`config.mk`:
```
export PLATFORM = sky130hd
export DESIGN_NAME = axil_rr_arbiter
export DESIGN_NICKNAME = d
export VERILOG_FILES = /design/src/rtl/axil_rr_arbiter.sv
export SDC_FILE = /design/constraint.sdc
export NUM_CORES = 1
export LEC_CHECK = 0
export BUFFER_PORTS_ARGS = -buffer_cell sky130_fd_sc_hd__buf_4
export CAP_MARGIN = 10
export CORE_AREA = 5 5 134 136
export DETAILED_ROUTE_END_ITERATION = 7
export DIE_AREA = 0 0 139 141
export HOLD_SLACK_MARGIN = 0.06
export PLACE_DENSITY = 0.8
export SLEW_MARGIN = 20
export SYNTH_ARGS = -nofsm -noshare
export SYNTH_HDL_FRONTEND = slang
export SYNTH_SLANG_ARGS = --single-unit
export TNS_END_PERCENT = 20
```
`constraint.sdc`:
```
create_clock -name ACLK -period 3.54 [get_ports ACLK]
set_input_delay 0.177 -clock ACLK [delete_from_list [all_inputs] [get_ports ACLK]]
set_output_delay 0.177 -clock ACLK [all_outputs]
set_load 0.01 [all_outputs]
```
`src/rtl/axil_rr_arbiter.sv`:
```
// Two-requester round-robin arbiter that turns simple REQ/ACK transfers into single
// AXI4-Lite master transactions, one at a time.
module axil_rr_arbiter #(
  parameter int unsigned C_M_AXI_ADDR_WIDTH = 32,
  parameter int unsigned C_M_AXI_DATA_WIDTH = 32
) (
  input  logic                            ACLK,
  input  logic                            ARESETN,
  input  logic                            REQ0,
  input  logic                            REQ1,
  input  logic                            WE0,
  input  logic                            WE1,
  input  logic [C_M_AXI_ADDR_WIDTH-1:0]   ADDR0,
  input  logic [C_M_AXI_ADDR_WIDTH-1:0]   ADDR1,
  input  logic [C_M_AXI_DATA_WIDTH-1:0]   WDATA0,
  input  logic [C_M_AXI_DATA_WIDTH-1:0]   WDATA1,
  output logic                            ACK0,
  output logic                            ACK1,
  output logic [C_M_AXI_DATA_WIDTH-1:0]   RDATA0,
  output logic [C_M_AXI_DATA_WIDTH-1:0]   RDATA1,
  output logic [1:0]                      RESP0,
  output logic [1:0]                      RESP1,
  output logic                            ERR,
  output logic [C_M_AXI_ADDR_WIDTH-1:0]   M_AXI_AWADDR,
  output logic [2:0]                      M_AXI_AWPROT,
  output logic                            M_AXI_AWVALID,
  input  logic                            M_AXI_AWREADY,
  output logic [C_M_AXI_DATA_WIDTH-1:0]   M_AXI_WDATA,
  output logic [C_M_AXI_DATA_WIDTH/8-1:0] M_AXI_WSTRB,
  output logic                            M_AXI_WVALID,
  input  logic                            M_AXI_WREADY,
  input  logic [1:0]                      M_AXI_BRESP,
  input  logic                            M_AXI_BVALID,
  output logic                            M_AXI_BREADY,
  output logic [C_M_AXI_ADDR_WIDTH-1:0]   M_AXI_ARADDR,
  output logic [2:0]                      M_AXI_ARPROT,
  output logic                            M_AXI_ARVALID,
  input  logic                            M_AXI_ARREADY,
  input  logic [C_M_AXI_DATA_WIDTH-1:0]   M_AXI_RDATA,
  input  logic [1:0]                      M_AXI_RRESP,
  input  logic                            M_AXI_RVALID,
  output logic                            M_AXI_RREADY
);

  localparam int unsigned AW = C_M_AXI_ADDR_WIDTH;
  localparam int unsigned DW = C_M_AXI_DATA_WIDTH;

  localparam logic [2:0] StIdle  = 3'd0;
  localparam logic [2:0] StWaddr = 3'd1;
  localparam logic [2:0] StWresp = 3'd2;
  localparam logic [2:0] StRaddr = 3'd3;
  localparam logic [2:0] StRresp = 3'd4;
  localparam logic [2:0] StDone  = 3'd5;

  logic [2:0]    state_q, state_d;
  logic          last_q, last_d;
  logic          gnt_q, gnt_d;
  logic [AW-1:0] addr_q, addr_d;
  logic [DW-1:0] wdata_q, wdata_d;
  logic          awvalid_q, awvalid_d;
  logic          wvalid_q, wvalid_d;
  logic          bready_q, bready_d;
  logic          arvalid_q, arvalid_d;
  logic          rready_q, rready_d;
  logic          ack0_q, ack0_d;
  logic          ack1_q, ack1_d;
  logic [DW-1:0] rdata0_q, rdata0_d;
  logic [DW-1:0] rdata1_q, rdata1_d;
  logic [1:0]    resp0_q, resp0_d;
  logic [1:0]    resp1_q, resp1_d;
  logic          err_q, err_d;
  logic          sel, sel_we, aw_pend, w_pend;

  always_comb begin
    state_d   = state_q;
    last_d    = last_q;
    gnt_d     = gnt_q;
    addr_d    = addr_q;
    wdata_d   = wdata_q;
    awvalid_d = awvalid_q;
    wvalid_d  = wvalid_q;
    bready_d  = bready_q;
    arvalid_d = arvalid_q;
    rready_d  = rready_q;
    ack0_d    = 1'b0;
    ack1_d    = 1'b0;
    rdata0_d  = rdata0_q;
    rdata1_d  = rdata1_q;
    resp0_d   = resp0_q;
    resp1_d   = resp1_q;
    err_d     = err_q;
    // Under contention the requester that did not win last time gets the grant.
    sel       = (REQ0 && REQ1) ? ~last_q : REQ1;
    sel_we    = sel ? WE1 : WE0;
    aw_pend   = awvalid_q && !M_AXI_AWREADY;
    w_pend    = wvalid_q && !M_AXI_WREADY;

    unique case (state_q)
      StIdle: begin
        if (REQ0 || REQ1) begin
          gnt_d   = sel;
          last_d  = sel;
          addr_d  = sel ? ADDR1 : ADDR0;
          wdata_d = sel ? WDATA1 : WDATA0;
          if (sel_we) begin
            state_d   = StWaddr;
            awvalid_d = 1'b1;
            wvalid_d  = 1'b1;
          end else begin
            state_d   = StRaddr;
            arvalid_d = 1'b1;
          end
        end
      end
      StWaddr: begin
        awvalid_d = aw_pend;
        wvalid_d  = w_pend;
        if (!aw_pend && !w_pend) begin
          state_d  = StWresp;
          bready_d = 1'b1;
        end
      end
      StWresp: begin
        if (M_AXI_BVALID) begin
          state_d  = StDone;
          bready_d = 1'b0;
          err_d    = err_q || (M_AXI_BRESP != 2'b00);
          if (gnt_q) begin
            ack1_d  = 1'b1;
            resp1_d = M_AXI_BRESP;
          end else begin
            ack0_d  = 1'b1;
            resp0_d = M_AXI_BRESP;
          end
        end
      end
      StRaddr: begin
        if (M_AXI_ARREADY) begin
          state_d   = StRresp;
          arvalid_d = 1'b0;
          rready_d  = 1'b1;
        end
      end
      StRresp: begin
        if (M_AXI_RVALID) begin
          state_d  = StDone;
          rready_d = 1'b0;
          err_d    = err_q || (M_AXI_RRESP != 2'b00);
          if (gnt_q) begin
            ack1_d   = 1'b1;
            rdata1_d = M_AXI_RDATA;
            resp1_d  = M_AXI_RRESP;
          end else begin
            ack0_d   = 1'b1;
            rdata0_d = M_AXI_RDATA;
            resp0_d  = M_AXI_RRESP;
          end
        end
      end
      StDone:  state_d = StIdle;
      default: state_d = StIdle;
    endcase
  end

  always_ff @(posedge ACLK or negedge ARESETN) begin
    if (!ARESETN) begin
      state_q   <= StIdle;
      last_q    <= 1'b1;
      gnt_q     <= 1'b0;
      addr_q    <= '0;
      wdata_q   <= '0;
      awvalid_q <= 1'b0;
      wvalid_q  <= 1'b0;
      bready_q  <= 1'b0;
      arvalid_q <= 1'b0;
      rready_q  <= 1'b0;
      ack0_q    <= 1'b0;
      ack1_q    <= 1'b0;
      rdata0_q  <= '0;
      rdata1_q  <= '0;
      resp0_q   <= 2'b00;
      resp1_q   <= 2'b00;
      err_q     <= 1'b0;
    end else begin
      state_q   <= state_d;
      last_q    <= last_d;
      gnt_q     <= gnt_d;
      addr_q    <= addr_d;
      wdata_q   <= wdata_d;
      awvalid_q <= awvalid_d;
      wvalid_q  <= wvalid_d;
      bready_q  <= bready_d;
      arvalid_q <= arvalid_d;
      rready_q  <= rready_d;
      ack0_q    <= ack0_d;
      ack1_q    <= ack1_d;
      rdata0_q  <= rdata0_d;
      rdata1_q  <= rdata1_d;
      resp0_q   <= resp0_d;
      resp1_q   <= resp1_d;
      err_q     <= err_d;
    end
  end

  assign ACK0          = ack0_q;
  assign ACK1          = ack1_q;
  assign RDATA0        = rdata0_q;
  assign RDATA1        = rdata1_q;
  assign RESP0         = resp0_q;
  assign RESP1         = resp1_q;
  assign ERR           = err_q;
  assign M_AXI_AWADDR  = addr_q;
  assign M_AXI_AWPROT  = 3'b000;
  assign M_AXI_AWVALID = awvalid_q;
  assign M_AXI_WDATA   = wdata_q;
  assign M_AXI_WSTRB   = '1;
  assign M_AXI_WVALID  = wvalid_q;
  assign M_AXI_BREADY  = bready_q;
  assign M_AXI_ARADDR  = addr_q;
  assign M_AXI_ARPROT  = 3'b000;
  assign M_AXI_ARVALID = arvalid_q;
  assign M_AXI_RREADY  = rready_q;

endmodule

```
# ---- After elaboration in Yosys (flattened, before gate mapping)
# Index checks and enable logic that the tools add are counted.
dict set report classes {
  eq_ne 15
  n_mux 46
  bitwise 2
  n_reduce_logical 30
}
# op n
set ops {}
lappend ops {{$mux W32} 2}
lappend ops {{$ne A2 B2 Y1 const B} 11}
lappend ops {{$mux W1} 19}
lappend ops {{$mux W2} 9}
lappend ops {{$reduce_and A3 Y1} 6}
lappend ops {{$pmux W1 S2} 8}
lappend ops {{$mux W3} 5}
lappend ops {{$pmux W3 S5} 1}
lappend ops {{$reduce_and A5 Y1} 3}
lappend ops {{$reduce_bool A2 Y1} 7}
lappend ops {{$pmux W2 S2} 2}
lappend ops {{$eq A3 B2 Y1 const B} 2}
lappend ops {{$logic_and A1 B1 Y1} 4}
lappend ops {{$logic_not A1 Y1} 4}
lappend ops {{$reduce_and A4 Y1} 1}
lappend ops {{$eq A3 B1 Y1 const B} 1}
lappend ops {{$eq A3 B3 Y1 const B} 1}
lappend ops {{$logic_not A3 Y1} 1}
lappend ops {{$logic_or A1 B1 Y1} 3}
lappend ops {{$not A1 Y1} 2}
lappend ops {{$reduce_and A2 Y1} 1}
dict set report totals {
  ff_bits 145
  out_inout_bits 182
}

# ---- Longest topological paths before layout
dict set report logic_depth {
  ltp_word 6
  mapped_depth 6
}

# ---- Worst setup path before layout
# Ideal clock, no wire load.
dict set report synth_timing {
  kind {reg-to-reg}
  from {register state_q[0]}
  to {register addr_q[0] (netlist: M_AXI_ARADDR[0])}
  arrival_time_ns 1.549
  required_ns 3.415
  setup_slack_ns 1.866
  path_stages_with_launch 7
  n_path_buf 3
  cell_sequence {dfrtp_1 buf_2 nor3_4 o21a_1 buf_4 buf_6 mux2_2}
}
dict set report synth_between {
  elab_chain_cells 2
}
# element line
set synth_rtl {}
lappend synth_rtl {{from (decl)} 55} ;# logic [2:0] state_q, state_d;
lappend synth_rtl {{from (signal assigned)} 167} ;# state_q <= StIdle;
lappend synth_rtl {{from (signal assigned)} 185} ;# state_q <= state_d;
lappend synth_rtl {{$logic_not A3 Y1} 98} ;# unique case (state_q)
lappend synth_rtl {{$reduce_and A2 Y1 (no line)} --}
lappend synth_rtl {{to (signal assigned)} 188} ;# addr_q <= addr_d;
lappend synth_rtl {{to (decl)} 58} ;# logic [AW-1:0] addr_q, addr_d;
# No other way between the ends.
# A chain may end at the register's enable or synchronous reset.

# ---- Worst setup path in the final report
dict set report layout_timing {
  from {register state_q[2]}
  to {register addr_q[5] (netlist: M_AXI_ARADDR[5])}
}
# Same word-level chain as after synthesis.

==> run_results.csv <==
group,metric,value,unit
status,outcome,"completed",
routing,wirelength,19000,um
routing,ant_nets,0,
routing,vias,4982,
global_route,grt_pass1_wl,30400,um
power_and_ir_drop,p_seq_share,34.8,%
timing,finalSetupTns,0,ns
synth,yosysTopAreaCellShare,52.3,%
critical_path,cp-start-kind,"register",
timing,layout_min_cycle_time,2.20,ns
cts,cts-htree-levels,4,
final_layout,layout_commonest_cell,"buf_4",
timing,post-route-period-util,62.2,%
synth,synth_cells,469,
timing,fmax,454,MHz
power_and_ir_drop,ir_worst_vdd,0.452,mV
floorplanning,die-area,0.0196,mm^2
routing,first_pass_iters,4,
synth,yosys_warnings,0,
power_and_ir_drop,p_clk_share,20.5,%
synth,avgSynthCellArea,14.7,um^2
floorplanning,ios,357,
run,maxCapViolCount,0,
power_and_ir_drop,p_sw_share,32.9,%
timing,finalMaxSlewViolations,0,
synth,synth_area_leaders,"dfrtp_1 52%, mux2_2 28%, mux2_4 6.5%",
timing,hold_violations,0,
cts,post_cts_resize_count,0,
placement,globalplace.congestion,0.836,
floorplanning,core,0.0168,mm^2
placement,dpl.hpwl,13900,um
final_layout,fillers,1266,
critical_path,worstPathMaxFanout,52,
routing,wl_per_cell,18.0,um
cts,cts_tree,"done",
global_route,grt_start_max_net_pins,91,
cts,numCtsBuffers,17,
synth,ys_types,40,
floorplanning,initial_core_util,40.9,%
critical_path,timing.reg2reg.setup_slack,1.34,ns
final_layout,fin_nets,996,
critical_path,startpoint,"state_q[2]",
floorplanning,rows,48,
placement,post-place-cells,988,
critical_path,critical_path_required,3.84,ns
timing,rsz0062_at_grt,"no",
final_layout,post-route-util,61.5,%
power_and_ir_drop,power_density,834,mW/mm^2
timing,slew_headroom,44.3,%
final_layout,diodes,0,
critical_path,r2r-end,"M_AXI_ARADDR[5]",
global_route,gr-total-overflow,0,
timing,setup_viol,0,
critical_path,r2r_cells,4,
final_layout,layout_common_cells,"349 x buf_4, 169 x mux2_2, 144 x dfrtp_1, 39 x dlygate4sd3_1, 30 x mux2_4",
cts,clock-sinks,145,
critical_path,critPathCapture,"M_AXI_ARADDR[5]",
synth,ys_seq_area_share,52.7,%
hold_path,hold_class,"primary input to register",
synth,synth_top_area_cell,"dfrtp_1",
critical_path,end_kind,"register",
routing,drt-vias-per-instance,4.70,
timing,tightest_slew,0.836,ns
cts,cts.path.max_buffers,2,
cts,clk_pin_slew_worst_paths,0.06,ns
cts,clk_latency,0.42,ns
floorplanning,die_w,139,um
synth,yosys_register_bits,145,
power_and_ir_drop,power.internal,5.79,mW
routing,drc,0,
global_route,grt_pass1_vias,5603,
cts,post-cts-setup-buffer-count,0,
power_and_ir_drop,p_leak,5.04,nW
critical_path,r2r_start,"state_q[2]",
synth,syn_area,0.00689,mm^2
power_and_ir_drop,comb_power_share,44.7,%
final_layout,area_growth,50.1,%
floorplanning,die_h,141,um
power_and_ir_drop,p_switching,2.83,mW
placement,io_buffers,346,
global_route,antenna_found_initial,0,
critical_path,cp_data_arrival_time,2.50,ns
routing,drt-initial-drc-count,121,
timing,finalClockSkew,0.00553,ns
cts,cts_root_buf,"clkbuf_16",
critical_path,critPathKind,"register to register",
cts,cts_hold_buf,39,
final_layout,layout-drive-gt1-share,71.0,%
global_route,track_usage,19.5,%
final_layout,fin_cells,1059,
## power by group through the flow
stage | Combinational [mW] | Sequential (mW) | Clock (mW)
global placement | 3.79 | 2.98 | 0
detailed placement | 3.86 | 3.01 | 0
CTS | 3.91 | 3.00 | 1.81
global route | 4.14 | 3.12 | 1.89
finish | 3.85 | 3.00 | 1.77
floorplan | 1.89 | 3.24 | 0
## cell families (layout without fill, tap and decap cells)
logic type	Yosys count	in the layout	share of synthesized area (%)
other	2	10	0.109
DFF	145	145	52.7
buffers and inverters	69	426	7.65
AOI/OAI and AO/OA	22	22	2.18
and+or+nand+nor	31	31	3.02
muxes	200	200	34.3
## critical path, cell delays in order (launching register included)
cell     delay, ns
dfrtp_1       0.53
nor3_4        0.34
o21a_2        0.46
buf_12        0.31
mux2_2        0.38
## area by class of cell
type / instances / area (um^2) / share of cell area [%]
well taps: 225 / 282 / 2.72
inverters: 3 / 11.3 / 0.109
multi-input cells: 263 / 2770 / 26.8
clock buffers: 20 / 457 / 4.42
flip-flops and latches: 145 / 3630 / 35.1
clock inverters: 12 / 123 / 1.19
repair buffers: 391 / 3060 / 29.6
## worst min-delay path by stage
stage,cells after the start,from,slack [ns],endpoint
6_report,3,WE0,0.1,M_AXI_AWVALID
3_5_place_dp,1,ARESETN,0.30,RDATA0[1]
4_1_cts,3,WE0,0.08,M_AXI_AWVALID
5_1_grt,3,WE0,0.09,M_AXI_AWVALID
3_3_place_gp,1,ARESETN,0.30,RDATA0[8]
2_1_floorplan,0,ARESETN,-0.12,ACK0
## cell usage after synthesis, drive strengths merged
cell and number:
mux2 199, dfrtp 144, buf 65, nand2 8, a21oi 5, nand2b 4, nor2 4, o21ai 4
inv 3, a31oi 2, and2 2, conb 2, nand4bb 2, nor2b 2, nor3b 2, o2bb2ai 2
or2 2, a2111oi 1, a21boi 1, a2bb2oi 1, a311oi 1, a31o 1, clkbuf 1, dfstp 1
mux2i 1, nand3 1, nand3b 1, nor3 1, nor4 1, o21a 1, o21bai 1, o221ai 1
o311ai 1, or3 1
## registers in the layout, indices dropped and copies added, names as in the netlist
| register | flops |
|---|---|
| RESP0 | 2 |
| M_AXI_ARADDR | 32 |
| ACK1 | 1 |
| M_AXI_RREADY | 1 |
| M_AXI_BREADY | 1 |
| ERR | 1 |
| M_AXI_AWVALID | 1 |
| RDATA0 | 32 |
| state_q | 3 |
| ACK0 | 1 |
| RESP1 | 2 |
| M_AXI_WVALID | 1 |
| gnt_q | 1 |
| last_q | 1 |
| M_AXI_ARVALID | 1 |
| M_AXI_WDATA | 32 |
| RDATA1 | 32 |
## routing by layer
metal,routed length [um],global-route usage [%],vias to the layer above,part of all wire [%]
met5,0,0,-,0
met4,262,5.25,0,1.4
met3,1870,9.06,21,9.8
met2,9470,33.1,234,50
met1,7420,22.5,2412,39
li1,-,-,2315,-
## metrics by stage
stage | hold WS, ns | instance area [um^2] | setup WS, ns | power (mW)
final | 0.0954 | 10300 | 1.34 | 8.62
after global routing | 0.0874 | 10300 | 1.18 | 9.15
after detailed placement | 0.299 | 9370 | 1.32 | 6.87
after floorplan | -0.119 | 6920 | 1.87 | 5.13
after CTS | 0.0790 | 10300 | 1.32 | 8.72
after global placement | 0.304 | 9370 | 1.40 | 6.77
(Power assumes the default switching activity.)
